<file path="src/rtl/pipe_pkg.sv">
// Shared ID/EXE pipeline definitions: widths, ALU command encodings and the
// registered control/data bundle carried from ID into EXE.
package pipe_pkg;

    localparam int DATA_W = 32;
    localparam int REG_AW = 5;
    localparam int CMD_W  = 4;

    typedef enum logic [CMD_W-1:0] {
        CMD_NOP = 4'd0,
        CMD_ADD = 4'd1,
        CMD_SUB = 4'd2,
        CMD_AND = 4'd3,
        CMD_OR  = 4'd4,
        CMD_XOR = 4'd5,
        CMD_SLL = 4'd6,
        CMD_SRL = 4'd7
    } exe_cmd_e;

    typedef struct packed {
        logic              valid;
        logic              wb_en;
        logic              mem_r_en;
        logic              mem_w_en;
        logic [CMD_W-1:0]  exe_cmd;
        logic [DATA_W-1:0] pc;
        logic [DATA_W-1:0] val1;
        logic [DATA_W-1:0] val2;
        logic [DATA_W-1:0] st_val;
        logic [REG_AW-1:0] dest;
        logic [REG_AW-1:0] src1;
        logic [REG_AW-1:0] src2;
        logic              two_src;
    } id_exe_t;

    localparam id_exe_t BUBBLE = '0;

endpackage

</file>
<file path="src/rtl/id_exe_stage_reg_if.sv">
// ID->EXE stage bundle: pipeline control, ID-side fields, registered EXE-side
// copies and the load-use stall outputs.
interface id_exe_stage_reg_if #(parameter int CNT_W = 16);
    import pipe_pkg::*;

    logic              freeze;
    logic              flush;

    logic              id_valid;
    logic [DATA_W-1:0] id_pc;
    logic              id_wb_en;
    logic              id_mem_r_en;
    logic              id_mem_w_en;
    logic [CMD_W-1:0]  id_exe_cmd;
    logic [DATA_W-1:0] id_val1;
    logic [DATA_W-1:0] id_val2;
    logic [DATA_W-1:0] id_st_val;
    logic [REG_AW-1:0] id_dest;
    logic [REG_AW-1:0] id_src1;
    logic [REG_AW-1:0] id_src2;
    logic              id_two_src;

    logic              exe_valid;
    logic [DATA_W-1:0] exe_pc;
    logic              exe_wb_en;
    logic              exe_mem_r_en;
    logic              exe_mem_w_en;
    logic [CMD_W-1:0]  exe_exe_cmd;
    logic [DATA_W-1:0] exe_val1;
    logic [DATA_W-1:0] exe_val2;
    logic [DATA_W-1:0] exe_st_val;
    logic [REG_AW-1:0] exe_dest;
    logic [REG_AW-1:0] exe_src1;
    logic [REG_AW-1:0] exe_src2;
    logic              exe_two_src;

    logic              hazard_stall;
    logic [CNT_W-1:0]  stall_cnt;

    modport master (
        output freeze, flush,
        output id_valid, id_pc, id_wb_en, id_mem_r_en, id_mem_w_en, id_exe_cmd,
        output id_val1, id_val2, id_st_val, id_dest, id_src1, id_src2, id_two_src,
        input  exe_valid, exe_pc, exe_wb_en, exe_mem_r_en, exe_mem_w_en, exe_exe_cmd,
        input  exe_val1, exe_val2, exe_st_val, exe_dest, exe_src1, exe_src2, exe_two_src,
        input  hazard_stall, stall_cnt
    );

    modport slave (
        input  freeze, flush,
        input  id_valid, id_pc, id_wb_en, id_mem_r_en, id_mem_w_en, id_exe_cmd,
        input  id_val1, id_val2, id_st_val, id_dest, id_src1, id_src2, id_two_src,
        output exe_valid, exe_pc, exe_wb_en, exe_mem_r_en, exe_mem_w_en, exe_exe_cmd,
        output exe_val1, exe_val2, exe_st_val, exe_dest, exe_src1, exe_src2, exe_two_src,
        output hazard_stall, stall_cnt
    );

endinterface

</file>
<file path="src/rtl/load_use_detect.sv">
// Load-use hazard detect: a load in EXE whose destination is read by the
// instruction in ID forces one bubble.
module load_use_detect
    import pipe_pkg::*;
(
    input  logic              exe_valid,
    input  logic              exe_mem_r_en,
    input  logic [REG_AW-1:0] exe_dest,
    input  logic              id_valid,
    input  logic [REG_AW-1:0] id_src1,
    input  logic [REG_AW-1:0] id_src2,
    input  logic              id_two_src,
    output logic              hazard_stall
);

    logic src1_hit;
    logic src2_hit;

    assign src1_hit = (id_src1 == exe_dest);
    // src2 only matters when it is a real read (R-type operand or store data)
    assign src2_hit = id_two_src & (id_src2 == exe_dest);

    assign hazard_stall = exe_valid & exe_mem_r_en & (exe_dest != '0) & id_valid &
                          (src1_hit | src2_hit);

endmodule

</file>
<file path="src/rtl/id_exe_stage_reg.sv">
// ID->EXE pipeline register with freeze/flush, load-use bubble insertion and
// a saturating count of inserted load-use bubbles.
module id_exe_stage_reg
    import pipe_pkg::*;
#(
    parameter int CNT_W = 16
) (
    input  logic               clk,
    input  logic               rst,
    id_exe_stage_reg_if.slave  bus
);

    id_exe_t          id_in;
    id_exe_t          exe_q;
    logic [CNT_W-1:0] cnt_q;
    logic             hazard;

    load_use_detect u_load_use_detect (
        .exe_valid    (exe_q.valid),
        .exe_mem_r_en (exe_q.mem_r_en),
        .exe_dest     (exe_q.dest),
        .id_valid     (bus.id_valid),
        .id_src1      (bus.id_src1),
        .id_src2      (bus.id_src2),
        .id_two_src   (bus.id_two_src),
        .hazard_stall (hazard)
    );

    // An invalid ID slot still carries its data but can never write or touch memory
    always_comb begin
        id_in          = BUBBLE;
        id_in.valid    = bus.id_valid;
        id_in.wb_en    = bus.id_valid & bus.id_wb_en;
        id_in.mem_r_en = bus.id_valid & bus.id_mem_r_en;
        id_in.mem_w_en = bus.id_valid & bus.id_mem_w_en;
        id_in.exe_cmd  = bus.id_exe_cmd;
        id_in.pc       = bus.id_pc;
        id_in.val1     = bus.id_val1;
        id_in.val2     = bus.id_val2;
        id_in.st_val   = bus.id_st_val;
        id_in.dest     = bus.id_dest;
        id_in.src1     = bus.id_src1;
        id_in.src2     = bus.id_src2;
        id_in.two_src  = bus.id_two_src;
    end

    always_ff @(posedge clk or posedge rst) begin
        if (rst) begin
            exe_q <= BUBBLE;
        end else if (bus.freeze) begin
            exe_q <= exe_q;
        end else if (bus.flush || hazard) begin
            exe_q <= BUBBLE;
        end else begin
            exe_q <= id_in;
        end
    end

    // Only bubbles actually inserted for load-use are counted; flush wins over hazard
    always_ff @(posedge clk or posedge rst) begin
        if (rst) begin
            cnt_q <= '0;
        end else if (!bus.freeze && !bus.flush && hazard && (cnt_q != '1)) begin
            cnt_q <= cnt_q + 1'b1;
        end
    end

    assign bus.exe_valid    = exe_q.valid;
    assign bus.exe_pc       = exe_q.pc;
    assign bus.exe_wb_en    = exe_q.wb_en;
    assign bus.exe_mem_r_en = exe_q.mem_r_en;
    assign bus.exe_mem_w_en = exe_q.mem_w_en;
    assign bus.exe_exe_cmd  = exe_q.exe_cmd;
    assign bus.exe_val1     = exe_q.val1;
    assign bus.exe_val2     = exe_q.val2;
    assign bus.exe_st_val   = exe_q.st_val;
    assign bus.exe_dest     = exe_q.dest;
    assign bus.exe_src1     = exe_q.src1;
    assign bus.exe_src2     = exe_q.src2;
    assign bus.exe_two_src  = exe_q.two_src;
    assign bus.hazard_stall = hazard;
    assign bus.stall_cnt    = cnt_q;

endmodule
</file>
<file path="src/flat_wrapper.sv">
// flat-port wrapper written by rule: the top's interface ports become plain ports
module id_exe_stage_reg_flat import pipe_pkg::*;
#(
    parameter int CNT_W = 16
)
  (clk, rst, bus_freeze, bus_flush, bus_id_valid, bus_id_pc, bus_id_wb_en, bus_id_mem_r_en, bus_id_mem_w_en, bus_id_exe_cmd, bus_id_val1, bus_id_val2, bus_id_st_val, bus_id_dest, bus_id_src1, bus_id_src2, bus_id_two_src, bus_exe_valid, bus_exe_pc, bus_exe_wb_en, bus_exe_mem_r_en, bus_exe_mem_w_en, bus_exe_exe_cmd, bus_exe_val1, bus_exe_val2, bus_exe_st_val, bus_exe_dest, bus_exe_src1, bus_exe_src2, bus_exe_two_src, bus_hazard_stall, bus_stall_cnt);
  id_exe_stage_reg_if #(.CNT_W(CNT_W)) bus_i ();
  input  logic clk;
  input  logic rst;
  input wire logic [$bits(bus_i.freeze)-1:0] bus_freeze;
  input wire logic [$bits(bus_i.flush)-1:0] bus_flush;
  input wire logic [$bits(bus_i.id_valid)-1:0] bus_id_valid;
  input wire logic [$bits(bus_i.id_pc)-1:0] bus_id_pc;
  input wire logic [$bits(bus_i.id_wb_en)-1:0] bus_id_wb_en;
  input wire logic [$bits(bus_i.id_mem_r_en)-1:0] bus_id_mem_r_en;
  input wire logic [$bits(bus_i.id_mem_w_en)-1:0] bus_id_mem_w_en;
  input wire logic [$bits(bus_i.id_exe_cmd)-1:0] bus_id_exe_cmd;
  input wire logic [$bits(bus_i.id_val1)-1:0] bus_id_val1;
  input wire logic [$bits(bus_i.id_val2)-1:0] bus_id_val2;
  input wire logic [$bits(bus_i.id_st_val)-1:0] bus_id_st_val;
  input wire logic [$bits(bus_i.id_dest)-1:0] bus_id_dest;
  input wire logic [$bits(bus_i.id_src1)-1:0] bus_id_src1;
  input wire logic [$bits(bus_i.id_src2)-1:0] bus_id_src2;
  input wire logic [$bits(bus_i.id_two_src)-1:0] bus_id_two_src;
  output wire logic [$bits(bus_i.exe_valid)-1:0] bus_exe_valid;
  output wire logic [$bits(bus_i.exe_pc)-1:0] bus_exe_pc;
  output wire logic [$bits(bus_i.exe_wb_en)-1:0] bus_exe_wb_en;
  output wire logic [$bits(bus_i.exe_mem_r_en)-1:0] bus_exe_mem_r_en;
  output wire logic [$bits(bus_i.exe_mem_w_en)-1:0] bus_exe_mem_w_en;
  output wire logic [$bits(bus_i.exe_exe_cmd)-1:0] bus_exe_exe_cmd;
  output wire logic [$bits(bus_i.exe_val1)-1:0] bus_exe_val1;
  output wire logic [$bits(bus_i.exe_val2)-1:0] bus_exe_val2;
  output wire logic [$bits(bus_i.exe_st_val)-1:0] bus_exe_st_val;
  output wire logic [$bits(bus_i.exe_dest)-1:0] bus_exe_dest;
  output wire logic [$bits(bus_i.exe_src1)-1:0] bus_exe_src1;
  output wire logic [$bits(bus_i.exe_src2)-1:0] bus_exe_src2;
  output wire logic [$bits(bus_i.exe_two_src)-1:0] bus_exe_two_src;
  output wire logic [$bits(bus_i.hazard_stall)-1:0] bus_hazard_stall;
  output wire logic [$bits(bus_i.stall_cnt)-1:0] bus_stall_cnt;
  assign bus_i.freeze = bus_freeze;
  assign bus_i.flush = bus_flush;
  assign bus_i.id_valid = bus_id_valid;
  assign bus_i.id_pc = bus_id_pc;
  assign bus_i.id_wb_en = bus_id_wb_en;
  assign bus_i.id_mem_r_en = bus_id_mem_r_en;
  assign bus_i.id_mem_w_en = bus_id_mem_w_en;
  assign bus_i.id_exe_cmd = bus_id_exe_cmd;
  assign bus_i.id_val1 = bus_id_val1;
  assign bus_i.id_val2 = bus_id_val2;
  assign bus_i.id_st_val = bus_id_st_val;
  assign bus_i.id_dest = bus_id_dest;
  assign bus_i.id_src1 = bus_id_src1;
  assign bus_i.id_src2 = bus_id_src2;
  assign bus_i.id_two_src = bus_id_two_src;
  assign bus_exe_valid = bus_i.exe_valid;
  assign bus_exe_pc = bus_i.exe_pc;
  assign bus_exe_wb_en = bus_i.exe_wb_en;
  assign bus_exe_mem_r_en = bus_i.exe_mem_r_en;
  assign bus_exe_mem_w_en = bus_i.exe_mem_w_en;
  assign bus_exe_exe_cmd = bus_i.exe_exe_cmd;
  assign bus_exe_val1 = bus_i.exe_val1;
  assign bus_exe_val2 = bus_i.exe_val2;
  assign bus_exe_st_val = bus_i.exe_st_val;
  assign bus_exe_dest = bus_i.exe_dest;
  assign bus_exe_src1 = bus_i.exe_src1;
  assign bus_exe_src2 = bus_i.exe_src2;
  assign bus_exe_two_src = bus_i.exe_two_src;
  assign bus_hazard_stall = bus_i.hazard_stall;
  assign bus_stall_cnt = bus_i.stall_cnt;
  id_exe_stage_reg #(.CNT_W(CNT_W)) u_core (.clk(clk), .rst(rst), .bus(bus_i));
endmodule
</file>
<file path="config.mk">
export PLATFORM = sky130hd
export DESIGN_NAME = id_exe_stage_reg_flat
export DESIGN_NICKNAME = d
export VERILOG_FILES = /design/src/rtl/pipe_pkg.sv /design/src/rtl/id_exe_stage_reg_if.sv /design/src/rtl/load_use_detect.sv /design/src/rtl/id_exe_stage_reg.sv /design/src/flat_wrapper.sv
export SDC_FILE = /design/constraint.sdc
export NUM_CORES = 1
export LEC_CHECK = 0
export ABC_AREA = 1
export BUFFER_PORTS_ARGS = -buffer_cell sky130_fd_sc_hd__buf_2
export CORE_MARGIN = 2
export CORE_UTILIZATION = 37
export CTS_CLUSTER_DIAMETER = 40
export CTS_CLUSTER_SIZE = 40
export DETAILED_ROUTE_END_ITERATION = 8
export GPL_TIMING_DRIVEN = 0
export HOLD_SLACK_MARGIN = 0.02
export PLACE_DENSITY_LB_ADDON = 0.1
export SYNTH_ARGS = -nofsm -noshare
export SYNTH_HDL_FRONTEND = slang
export SYNTH_HIERARCHICAL = 1
export SYNTH_SLANG_ARGS = --single-unit
</file>
<file path="constraint.sdc">
create_clock -name clk -period 7.8 [get_ports clk]
set_input_delay 0.39 -clock clk [delete_from_list [all_inputs] [get_ports clk]]
set_output_delay 0.39 -clock clk [all_outputs]
set_load 0.01 [all_outputs]
</file>
# Yosys cells after proc, flatten, opt, wreduce, memory -nomap -nowiden
# Index checks and enable logic that the tools add are counted.
[word_totals]
regBits = 168
input_bits = 156
out_inout_bits = 169
elab_cells = 35
[op_classes]
addsub = 1
eq_ne = 3
n_mux = 1
bitwise = 9
n_reduce_logical = 7
[op_table]
columns = ["operator", "count"]
rows = [
  ["$mux W152", 1],
  ["$add A16 B1 Y16 const B", 1],
  ["$ne A16 B16 Y1 const B", 1],
  ["$eq A5 B5 Y1", 2],
  ["$and A1 B1 Y1", 8],
  ["$reduce_bool A5 Y1", 1],
  ["$logic_and A1 B1 Y1", 3],
  ["$logic_not A1 Y1", 2],
  ["$logic_or A1 B1 Y1", 1],
  ["$or A1 B1 Y1", 1],
]

# Longest topological paths before layout
# Gate-level depths: netlist (run 1).
[logic_depth]
word_depth = 6
mapped_depth = 12
depth_no_buf = 12

# By module
# Netlist (run 1), hierarchy kept.
[by_module_without_submodules]
columns = ["module", "n_inst", "cells_per_inst", "area_each_um2", "seq_area_each_um2"]
rows = [
  ["id_exe_stage_reg", 1, 496, 6303.5, 4204.0],
  ["load_use_detect", 1, 52, 211.5, 0.0],
]

# Least setup slack after synthesis (run 1)
# No wires, ideal clock.
[synth_timing]
path_type = "register -> register"
start = "register u_core.exe_q, in the netlist u_core/bus.exe_dest[4]"
end = "register u_core.cnt_q[2], in the netlist u_core/bus.stall_cnt[2]"
setup_time_ns = 0.116
arrival_time_ns = 1.822
t_required_ns = 7.684
slack_ns = 5.862
stages_incl_launch_ff = 12
path_buffers = 1
period_less_slack_ns = 1.938
path_cell_list = "dfrtp_1 inv_1 nand2_1 nand2_1 nor2_1 nand3_1 a21oi_1 nand2_1 o21bai_2 buf_4 nand2_1 nand2_1"
[synth_via]
elab_chain_len = 6
elab_cells_between_ends = 10
classes_between = "2 x eq/ne; 5 x bitwise; 3 x reduce/logical"
[synth_rtl]
columns = ["element", "line_no", "rtl"]
rows = [
  ["start, declared", "id_exe_stage_reg.sv:14", "id_exe_t exe_q;"],
  ["start signal, assigned", "id_exe_stage_reg.sv:51", "exe_q <= exe_q;"],
  ["start signal, assigned", "id_exe_stage_reg.sv:55", "exe_q <= id_in;"],
  ["$eq A5 B5 Y1 or $reduce_bool A5 Y1 (tied branches)", "load_use_detect.sv:21, load_use_detect.sv:23", ""],
  ["$and A1 B1 Y1, on equally long branches", "load_use_detect.sv:21, load_use_detect.sv:23", ""],
  ["$or A1 B1 Y1 or $and A1 B1 Y1 (tied branches)", "load_use_detect.sv:24, load_use_detect.sv:23", ""],
  ["$and A1 B1 Y1 *", "load_use_detect.sv:23", "assign hazard_stall = exe_valid & exe_mem_r_en & (exe_dest != '0) & id_valid &"],
  ["via bus_hazard_stall", "flat_wrapper.sv:38", "output wire logic [$bits(bus_i.hazard_stall)-1:0] bus_hazard_stall;"],
  ["$logic_and A1 B1 Y1 * (2 in a row)", "id_exe_stage_reg.sv:63", "end else if (!bus.freeze && !bus.flush && hazard && (cnt_q != '1)) begin"],
  ["end signal, assigned", "id_exe_stage_reg.sv:64", "cnt_q <= cnt_q + 1'b1;"],
  ["end, declared", "id_exe_stage_reg.sv:15", "logic [CNT_W-1:0] cnt_q;"],
]
# The timed path passes the listed nets; every way through them passes the cells marked *.
# A chain may end at the register's enable or synchronous reset.

# Worst setup path in the final report (run 1)
[layout_timing]
start = "register u_core.exe_q, in the netlist u_core/bus.exe_dest[2]"
end = "register u_core.cnt_q[6], in the netlist u_core/bus.stall_cnt[6]"
[layout_via]
elab_chain_len = 6
elab_cells_between_ends = 10
classes_between = "2 x eq/ne; 5 x bitwise; 3 x reduce/logical"
[layout_rtl]
columns = ["element", "line_no"]
rows = [
  ["$eq A5 B5 Y1 or $reduce_bool A5 Y1 (tied branches)", "load_use_detect.sv:21, load_use_detect.sv:23"],
  ["$and A1 B1 Y1, on equally long branches", "load_use_detect.sv:21, load_use_detect.sv:23"],
  ["$or A1 B1 Y1 or $and A1 B1 Y1 (tied branches)", "load_use_detect.sv:24, load_use_detect.sv:23"],
  ["$and A1 B1 Y1 *", "load_use_detect.sv:23"],
  ["$logic_and A1 B1 Y1 * (2 in a row)", "id_exe_stage_reg.sv:63"],
]
# Every way passes the cells marked *; elsewhere a longest branch is shown, timed or not.

==> results of run 1 <==
==> worst max-delay path, cell delays in order, from the launching register on <==
cell     delay (ns)
dfrtp_1        0.49
nand2_1        0.09
inv_1          0.06
nor2_1         0.03
nor2_1         0.08
nand3_1        0.07
a21oi_1        0.37
nand2_1        0.20
nor2_1         0.33
buf_2          0.29
nand2_1        0.08
nand2_1        0.06
==> worst max-delay path by stage <==
stage | to | slack (ns)
floorplan | u_core/bus.exe_dest[0] | 2.86
global placement | u_core/bus.stall_cnt[14] | 1.15
detailed placement | u_core/bus.stall_cnt[6] | 5.55
CTS | bus_hazard_stall | 5.54
global route | u_core/bus.stall_cnt[6] | 5.30
finish | u_core/bus.stall_cnt[6] | 5.57
==> final cells by class <==
class                   count  area [µm²]  area share (%)
multi-input cells         320        2056           22.84
repair buffers            324        1644           18.26
plain buffers              35       161.4           1.793
flip-flops and latches    168        4204           46.70
diodes                      2       5.005         0.05559
well taps                 225       281.5           3.127
clock inverters            11       88.84          0.9868
inverters                  25       101.3           1.126
clock buffers              21       460.4           5.115
==> cells by family (layout without fill, tap and decap cells) <==
group | Yosys count | in the layout
flip-flops | 168 | 168
AO/OA/AOI/OAI | 156 | 156
AND/OR/NAND/NOR | 154 | 154
buffers and inverters | 60 | 416
XOR/XNOR | 9 | 9
adder cells (fa/ha/maj) | 1 | 1
other | 0 | 2
==> per-layer routing <==
metal | GRT usage [%] | up-vias
met5 | 0 | -
met1 | 24.98 | 2661
met2 | 33.83 | 208
met4 | 6.713 | 0
li1 | - | 2635
met3 | 7.667 | 22
==> per-stage QoR <==
| step | hold slack (ns) | utilization, % | power [mW] | instance area [µm²] | setup slack [ns] |
|---|---|---|---|---|---|
| floorplan | 0.5157 | - | 1.109 | 6515 | 2.863 |
| global placement | 0.4698 | 48.81 | 1.242 | 8413 | 1.153 |
| detailed placement | 0.4811 | 49.01 | 1.251 | 8448 | 5.547 |
| CTS | 0.03854 | 52.20 | 2.042 | 8997 | 5.541 |
| global route | 0.04180 | 52.21 | 2.110 | 9000 | 5.305 |
| finish | 0.02346 | 52.23 | 2.014 | 9002 | 5.569 |
==> sequential cells by signal, indices dropped and copies added, names as in the netlist <==
register and cells:
u_core/bus.exe_wb_en 1, u_core/bus.stall_cnt 16, u_core/bus.exe_val2 32, u_core/bus.exe_two_src 1, u_core/bus.exe_src1 5, u_core/bus.exe_val1 32
u_core/bus.exe_exe_cmd 4, u_core/bus.exe_st_val 32, u_core/bus.exe_valid 1, u_core/bus.exe_src2 5, u_core/bus.exe_pc 32, u_core/bus.exe_mem_r_en 1
u_core/bus.exe_mem_w_en 1, u_core/bus.exe_dest 5
==> cells in the final DEF, fill, tap and decap left out, types with 2 or more instances in the layout <==
cell type   Yosys  routed
clkbuf_16       0      17
xnor2_1         6       6
buf_4           2       2
clkbuf_1       15      17
buf_2          18     341
dfrtp_1       168     168
nand2_1       106     106
clkbuf_8        0       2
nand3_1        10      10
diode_2         0       2
inv_6           0       5
nand4_1         4       4
nor2_1         31      31
a21oi_1         2       2
inv_1          24      23
xor2_1          3       3
a22o_1        149     149
o21ai_0         4       4
clkinvlp_4      0       6
==> where the power goes <==
group / leakage, nW / switching [mW] / internal, mW
logic: 2.57 / 0.139 / 0.124
registers: 2.20 / 0.0367 / 0.932
clock network: 0.250 / 0.353 / 0.429
total: 5.02 / 0.529 / 1.48
==> cells in the mapped netlist <==
cell / n / area [µm²]
nor2_1: 31 / 116.4
nor3_4: 1 / 16.27
inv_2: 1 / 3.750
clkbuf_1: 15 / 56.30
nand2_1: 106 / 397.9
xnor2_1: 6 / 52.55
inv_1: 24 / 90.09
a22o_1: 149 / 1305
nor2_2: 1 / 6.260
buf_2: 18 / 90.09
nand4_1: 4 / 25.02
o21bai_2: 1 / 11.26
ha_1: 1 / 12.51
o21ai_0: 4 / 20.02
dfrtp_1: 168 / 4204
nand2_2: 1 / 6.260
buf_4: 2 / 15.01
nand3_1: 10 / 50.05
a21oi_1: 2 / 10.01
xor2_1: 3 / 26.28
==> impl_metrics.toml, run 1 <==
[run_status]
outcome = "completed"

[synth]
synth_compound_area_share_pct = 20.66
synth.area.mux_share_pct = 0
yosysUniqueCellTypes = 20
synth_fa_ha_area_share_pct = 0.1920
ys_seq_area_share_pct = 64.53
synthXorXnorAreaFrac_pct = 1.210
synth_warnings = 6
synth_seq_cells = 168
syn_area_per_cell_um2 = 11.89
synth_cells = 548
synth_top_family_by_area = "compound AO/OA/AOI/OAI gates"
synth_fp_nets = 705
netlist_area_mm2 = 0.006515
synth-simple-area-share_pct = 9.487

[power_and_ir_drop]
p_leak_nw = 5.018
power_density_mw_per_mm2 = 223.7
vdd_ir_drop_max_uv = 143.4

[worst_setup_path]
cp_max_fo = 10
cp.arrival_ns = 2.59
cp-startpoint = "u_core/bus.exe_dest[2]"
r2r_setup_slack_ns = 5.57
reg2reg_to = "u_core/bus.stall_cnt[6]"
crit_path_end_kind = "flip-flop"
startpoint_type = "flip-flop"
rr_startpoint = "u_core/bus.exe_dest[2]"
r2r_cells = 11
cp.required_ns = 8.16
critPathKind = "flip-flop to flip-flop"

[global_route]
grt_pass1_wl_um = 29550
track_usage_pct = 20.57
grt_max_degree = 92
antenna_found_initial = 1
grt_pass1_vias = 5707
grt_overflow_total = 0

[detailed_routing]
postRouteAntennaNets = 0
wirelength_um = 19450
routed-wl-met3_um = 1581
drc_errors = 0
drt_iter0_drc = 279
post_drt_via_cell_ratio = 4.886
vias = 5526
wl_met1_um = 7861
avgRoutedWirePerCell_um = 17.20
firstDrtPassIters = 4
maxUsedRoutingLayer = "met4"
dr_wl_met2_um = 9681

[cts]
cts_sinks = 168
cts-root-buf = "clkbuf_16"
cts_buffers = 17
clk_latency_ns = 0.42
cts_tree = "built"
hold_buffers = 0
post-cts-setup-buffers = 0
postCtsResizedCells = 0
clockBufferDepth = 2
path_clk_slew_ns = 0.07
cts-htree-levels = 4

[die]
dieArea_mm2 = 0.01869
coreArea_mm2 = 0.01724
num_rows = 48
io_pins = 325
die_w_um = 136.7
start_util_pct = 37.80
die_y_um = 136.7

[min_path]
hp-class = "input pin to async pin"

[timing]
hold_viol = 0
fin_crit_sh_pct = 28.60
slew_viol_final = 0
period_minus_slack_ns = 2.231
finalSetupViolations = 0
max_freq_ghz = 0.4483
setup_tns_ns = 0
worst_slew_pin_slew_ns = 0.5452
rsz0062_at_grt = "no"
fin_skew_ns = 0.009879
slew_headroom_pct = 63.65

[final_layout]
nNetsFinal = 1048
fin_cells = 1131
area_delta_synth_final_pct = 38.18
fill_cells = 1567
drive_above_1_share_pct = 42.04

[place]
place_congestion = 0.8159
port-buffer-count = 323
hpwl_um = 14650
place_inst = 1097

[job]
maxCapViolations = 0
No activity file was read; power rests on OpenSTA's default activity.
==> run 2: changes to the inputs <==
clock period = 2.25 ns   (was 7.8 ns; I/O delays follow)
==> run 2 against run 1 <==
Clock-buffer cell count down 2. First-iteration DRC count down 28%. Sequential power rose to 3.5 times the previous value. Via count up 12%. Register-to-register slack worse by 5.4 ns. Worst hold slack better by 0.20 ns. Critical path depth down 3. Clock power rose to 3.7 times the previous value. Non-clock buffer count up 156. Combinational power rose to 4.4 times the previous value. Critical path type unchanged. Largest power group unchanged.
==> impl_metrics.toml, run 2 (same netlist as run 1, synthesis figures left out) <==
[run_status]
outcome = "completed"

[die]
dieArea_mm2 = 0.01869
io_pins = 325
coreArea_mm2 = 0.01724
start_util_pct = 37.80
die_w_um = 136.7
die_y_um = 136.7
num_rows = 48

[worst_setup_path]
reg2reg_to = "u_core/bus.exe_val2[28]"
r2r_cells = 8
cpPeakStageDelay_ns = 0.45
slowest_stage = "dfrtp_1"
crit_buf_inv = 2
cp_common_cell = "nand4_1"
r2r_setup_slack_ns = 0.19
path_delay_family = "simple AND/OR/NAND/NOR gates"
cp_max_fo = 10
crit_path_end_kind = "flip-flop"
cp_cell_sequence = "nor2_1 > nand4_1 > nand4_1 > a21oi_2 > nor3_4 > buf_4 > buf_2 > a22o_1"
critPathKind = "flip-flop to flip-flop"
startpoint_type = "flip-flop"
rr_startpoint = "u_core/bus.exe_dest[3]"
cp.arrival_ns = 2.42
cp.required_ns = 2.61

[timing]
fin_skew_ns = 0.007547
worst_slew_pin_slew_ns = 0.7279
fin_crit_sh_pct = 91.60
rsz0062_at_grt = "no"
setup_tns_ns = 0
hold_viol = 0
slew_viol_final = 0
max_freq_ghz = 0.4852
period_minus_slack_ns = 2.061
finalSetupViolations = 0
final.setup.worst_slack_ns = 0.1891
slew_headroom_pct = 51.37

[detailed_routing]
vias = 6181
drt_iter0_drc = 201
postRouteAntennaNets = 0
post_drt_via_cell_ratio = 4.810
firstDrtPassIters = 4
drc_errors = 0
wirelength_um = 21240
avgRoutedWirePerCell_um = 16.53

[cts]
cts-htree-levels = 4
cts_tree = "built"
path_clk_slew_ns = 0.07
clk_latency_ns = 0.43
cts-root-buf = "clkbuf_16"
post-cts-setup-buffers = 0
clockBufferDepth = 2
cts_sinks = 168
cts_buffers = 17

[global_route]
grt_pass1_wl_um = 32940
grt_pass1_vias = 6499
grt_overflow_total = 0
grt_max_degree = 41
antenna_found_initial = 0
track_usage_pct = 22.94

[final_layout]
fin_area_mm2 = 0.01062
antenna_cells = 0
nNetsFinal = 1204
drive_above_1_share_pct = 36.51
mostFrequentLayoutCells = "buf_2, dfrtp_1, dlygate4sd3_1"
area_delta_synth_final_pct = 63.01
final_common_cell = "buf_2"

[place]
hpwl_um = 14810
port-buffer-count = 323
place_congestion = 0.7849
place_area_mm2 = 0.008497
pre_cts_ws_ns = 0.06533

[power_and_ir_drop]
power_density_mw_per_mm2 = 697.5
power.total_mw = 7.408
p_leak_nw = 5.708
vdd_ir_drop_max_uv = 519.5

[min_path]
hp-start = "bus_flush"
min_path_cells = 6
hp-class = "input pin to flip-flop"
min_to = "u_core/bus.stall_cnt[13]"

[job]
maxCapViolations = 0
-- run 2: stage by stage --
step	util (%)	instances	hold slack, ns
finish	61.61	1285	0.2273
global placement	48.83	1096	0.3288
detailed placement	49.30	1100	0.2648
floorplan	-	548	0.2450
CTS	61.58	1285	0.2080
global route	61.61	1285	0.2543
-- run 2: how the worst max path moves through the flow --
stage	depth (start not counted)	from	to
after floorplan	1	rst	u_core/bus.exe_dest[0]
after global placement	2	rst	u_core/bus.stall_cnt[7]
after detailed placement	11	u_core/bus.exe_dest[1]	u_core/bus.stall_cnt[2]
after CTS	11	u_core/bus.exe_dest[1]	u_core/bus.stall_cnt[2]
after global routing	10	u_core/bus.exe_dest[1]	u_core/bus.exe_val2[0]
final	8	u_core/bus.exe_dest[3]	u_core/bus.exe_val2[28]
-- run 2: where the power goes --
group	leakage, nW	switching (mW)	internal, mW
Sequential	2.20	0.128	3.23
Combinational	3.23	0.540	0.612
Clock	0.282	1.29	1.61
-- run 2: per-layer routing --
metal / share of wire, % / vias to the layer above / track usage (%)
li1: - / 2941 / -
met4: 2.8 / 0 / 9.433
met5: 0 / - / 0
met2: 50 / 224 / 38.33
met3: 6.3 / 43 / 5.852
met1: 41 / 2973 / 28.33
-- run 2: repair_timing --
action | in CTS | in global routing
hold endpoints to repair | 179 | 0
hold buffers | 153 | 0
endpoints found under the setup margin | 0 | 91
gates resized for setup | 0 | 2
-- run 2: worst register-to-register path: stages (launching register included) --
cell and delay [ns]:
dfrtp_1 0.45, nor2_1 0.14, nand4_1 0.10, nand4_1 0.13
a21oi_2 0.08, nor3_4 0.35, buf_4 0.29, buf_2 0.26
a22o_1 0.19
-- run 2: area by class of cell --
| type | instances | area (µm²) |
|---|---|---|
| Fill cell | 1409 | 6616 |
| Sequential cell | 168 | 4204 |
| Timing Repair Buffer | 480 | 3228 |
| Multi-Input combinational cell | 320 | 2062 |
| Clock buffer | 19 | 452.9 |
| Tap cell | 225 | 281.5 |
| Buffer | 35 | 161.4 |
| Clock inverter | 13 | 132.6 |
| Inverter | 25 | 97.59 |
==> run 3: changes to the inputs <==
CORE_AREA = 2 2 126 128   (was unset)
CORE_MARGIN = unset   (was 2)
CORE_UTILIZATION = unset   (was 37)
DIE_AREA = 0 0 128 130   (was unset)
==> run 3 against run 2 <==
Non-clock buffer count rose by 1. Register-to-register slack improved by 0.02 ns. First-iteration DRC count rose by 81%. Critical endpoint is now u_core/bus.exe_val2[5]. Worst hold slack got worse by 0.0073 ns. Largest power group unchanged. Global-route usage grew 2.6 points. Die area fell by 11%. Critical path depth did not move. Flip-flop and latch count is the same. Largest cell class unchanged. Routed wire length rose by 1.2%. Final cell count is 2.5% lower. Sequential share of layout area about the same.
==> impl_metrics.toml, run 3 (same netlist as run 1, synthesis figures left out) <==
[run_status]
outcome = "completed"

[die]
io_pins = 325
coreArea_mm2 = 0.01542
die_w_um = 128
dieArea_mm2 = 0.01664
die_y_um = 130
num_rows = 46
start_util_pct = 42.24

[worst_setup_path]
cp_common_cell = "nand4_1"
cpPeakStageDelay_ns = 0.42
cp_max_fo = 10
critPathKind = "flip-flop to flip-flop"
startpoint_type = "flip-flop"
cp.arrival_ns = 2.40
cp.required_ns = 2.60
slowest_stage = "dfrtp_1"
cp_cell_sequence = "inv_1 > nand4_1 > nand4_1 > a21oi_2 > nor3_4 > buf_4 > buf_2 > a22o_1"
crit_path_end_kind = "flip-flop"

[timing]
fin_crit_sh_pct = 90.85
final.setup.worst_slack_ns = 0.2060
slew_headroom_pct = 56.22
hold_viol = 0
worst_slew_pin_slew_ns = 0.6553
slew_viol_final = 0
setup_tns_ns = 0
finalSetupViolations = 0
fin_skew_ns = 0.008588
period_minus_slack_ns = 2.044
max_freq_ghz = 0.4892
worst_hold_slack_ns = 0.2200

[final_layout]
nNetsFinal = 1205
fin_util_pct = 68.92
multiInputGateArea_mm2 = 0.002062
regArea_mm2 = 0.004204
area_delta_synth_final_pct = 63.18
antenna_cells = 0
drive_above_1_share_pct = 36.48
mostFrequentLayoutCells = "buf_2, dfrtp_1, dlygate4sd3_1"
final_common_cell = "buf_2"
fill_cells = 1151

[global_route]
grt_max_degree = 35
grt_pass1_wl_um = 33050
grt_pass1_vias = 6435
met2_usage_pct = 43.50
busiest_layer = "met2"
grt_overflow_total = 0
grtUsageMet1_pct = 30.66
track_usage_pct = 25.54
grt.met3_usage_pct = 7.339
antenna_found_initial = 0

[place]
hpwl_um = 14810
pre_cts_ws_ns = 0.07614
place_congestion = 0.8029
port-buffer-count = 323

[cts]
cts-htree-levels = 4
cts_buffers = 17
path_clk_slew_ns = 0.07
post-cts-setup-buffers = 0
clockBufferDepth = 2
clk_latency_ns = 0.43
cts_sinks = 168
cts_tree = "built"
cts-root-buf = "clkbuf_16"

[min_path]
hp-class = "input pin to flip-flop"

[detailed_routing]
avgRoutedWirePerCell_um = 17.15
postRouteAntennaNets = 0
vias = 6332
wirelength_um = 21490
post_drt_via_cell_ratio = 5.053
firstDrtPassIters = 5
drc_errors = 0
drt_iter0_drc = 364

[power_and_ir_drop]
p_leak_nw = 5.734
power_density_mw_per_mm2 = 710.5
vdd_ir_drop_max_uv = 473.6

[job]
maxCapViolations = 0
[run 3: through the flow]
step / area [µm²] / total power [mW] / std cells
after floorplan: 6519 / 3.844 / 548
after global routing: 10630 / 7.868 / 1253
after global placement: 8376 / 4.300 / 1063
final: 10630 / 7.553 / 1253
after CTS: 10630 / 7.606 / 1253
after detailed placement: 8483 / 4.350 / 1068
[run 3: worst paths after layout]
check                      cells past startpoint  slack (ns)              startpoint                   endpoint
hold / removal                                 6        0.22               bus_flush   u_core/bus.stall_cnt[12]
setup reg to reg                               8        0.21  u_core/bus.exe_dest[1]     u_core/bus.exe_val2[5]
setup / recovery                               8        0.21  u_core/bus.exe_dest[1]     u_core/bus.exe_val2[5]
max in group asynchronous                      6        0.85                     rst       u_core/bus.exe_pc[3]
min in group asynchronous                      3        0.35                     rst  u_core/bus.exe_st_val[17]
hold reg to reg                                2        0.49    u_core/bus.exe_wb_en       u_core/bus.exe_wb_en
[run 3: layout make-up]
class,instances,area share (%)
Buffer,35,1.518
Clock buffer,19,4.166
Clock inverter,13,1.577
Inverter,25,0.9180
Multi-Input combinational cell,320,19.40
Sequential cell,168,39.54
Tap cell,192,2.260
Timing Repair Buffer,481,30.62
[run 3: metal layers]
metal  routed length [µm]  share of wire, %
met5                    0                 0
met3                 1358               6.3
met2                10780                50
met4                  639               3.0
met1                 8709                41
[run 3: power breakdown]
group	internal, mW	total (mW)	switching, mW
Clock	1.79	3.03	1.24
Combinational	0.617	1.17	0.548
Sequential	3.23	3.36	0.128
[run 3: worst max-delay path: cells and delay by family, from the launching register on]
family	cells	cell delay, ns
simple gates	3	0.62
flops	1	0.42
compound gates	2	0.27
buf+inv	3	0.65
[run 3: what timing repair did]
| item | in CTS | in global routing |
|---|---|---|
| setup endpoints to repair | 0 | 91 |
| gates resized for setup | 0 | 2 |
| hold endpoints to repair | 177 | 0 |
| hold buffers | 153 | 0 |
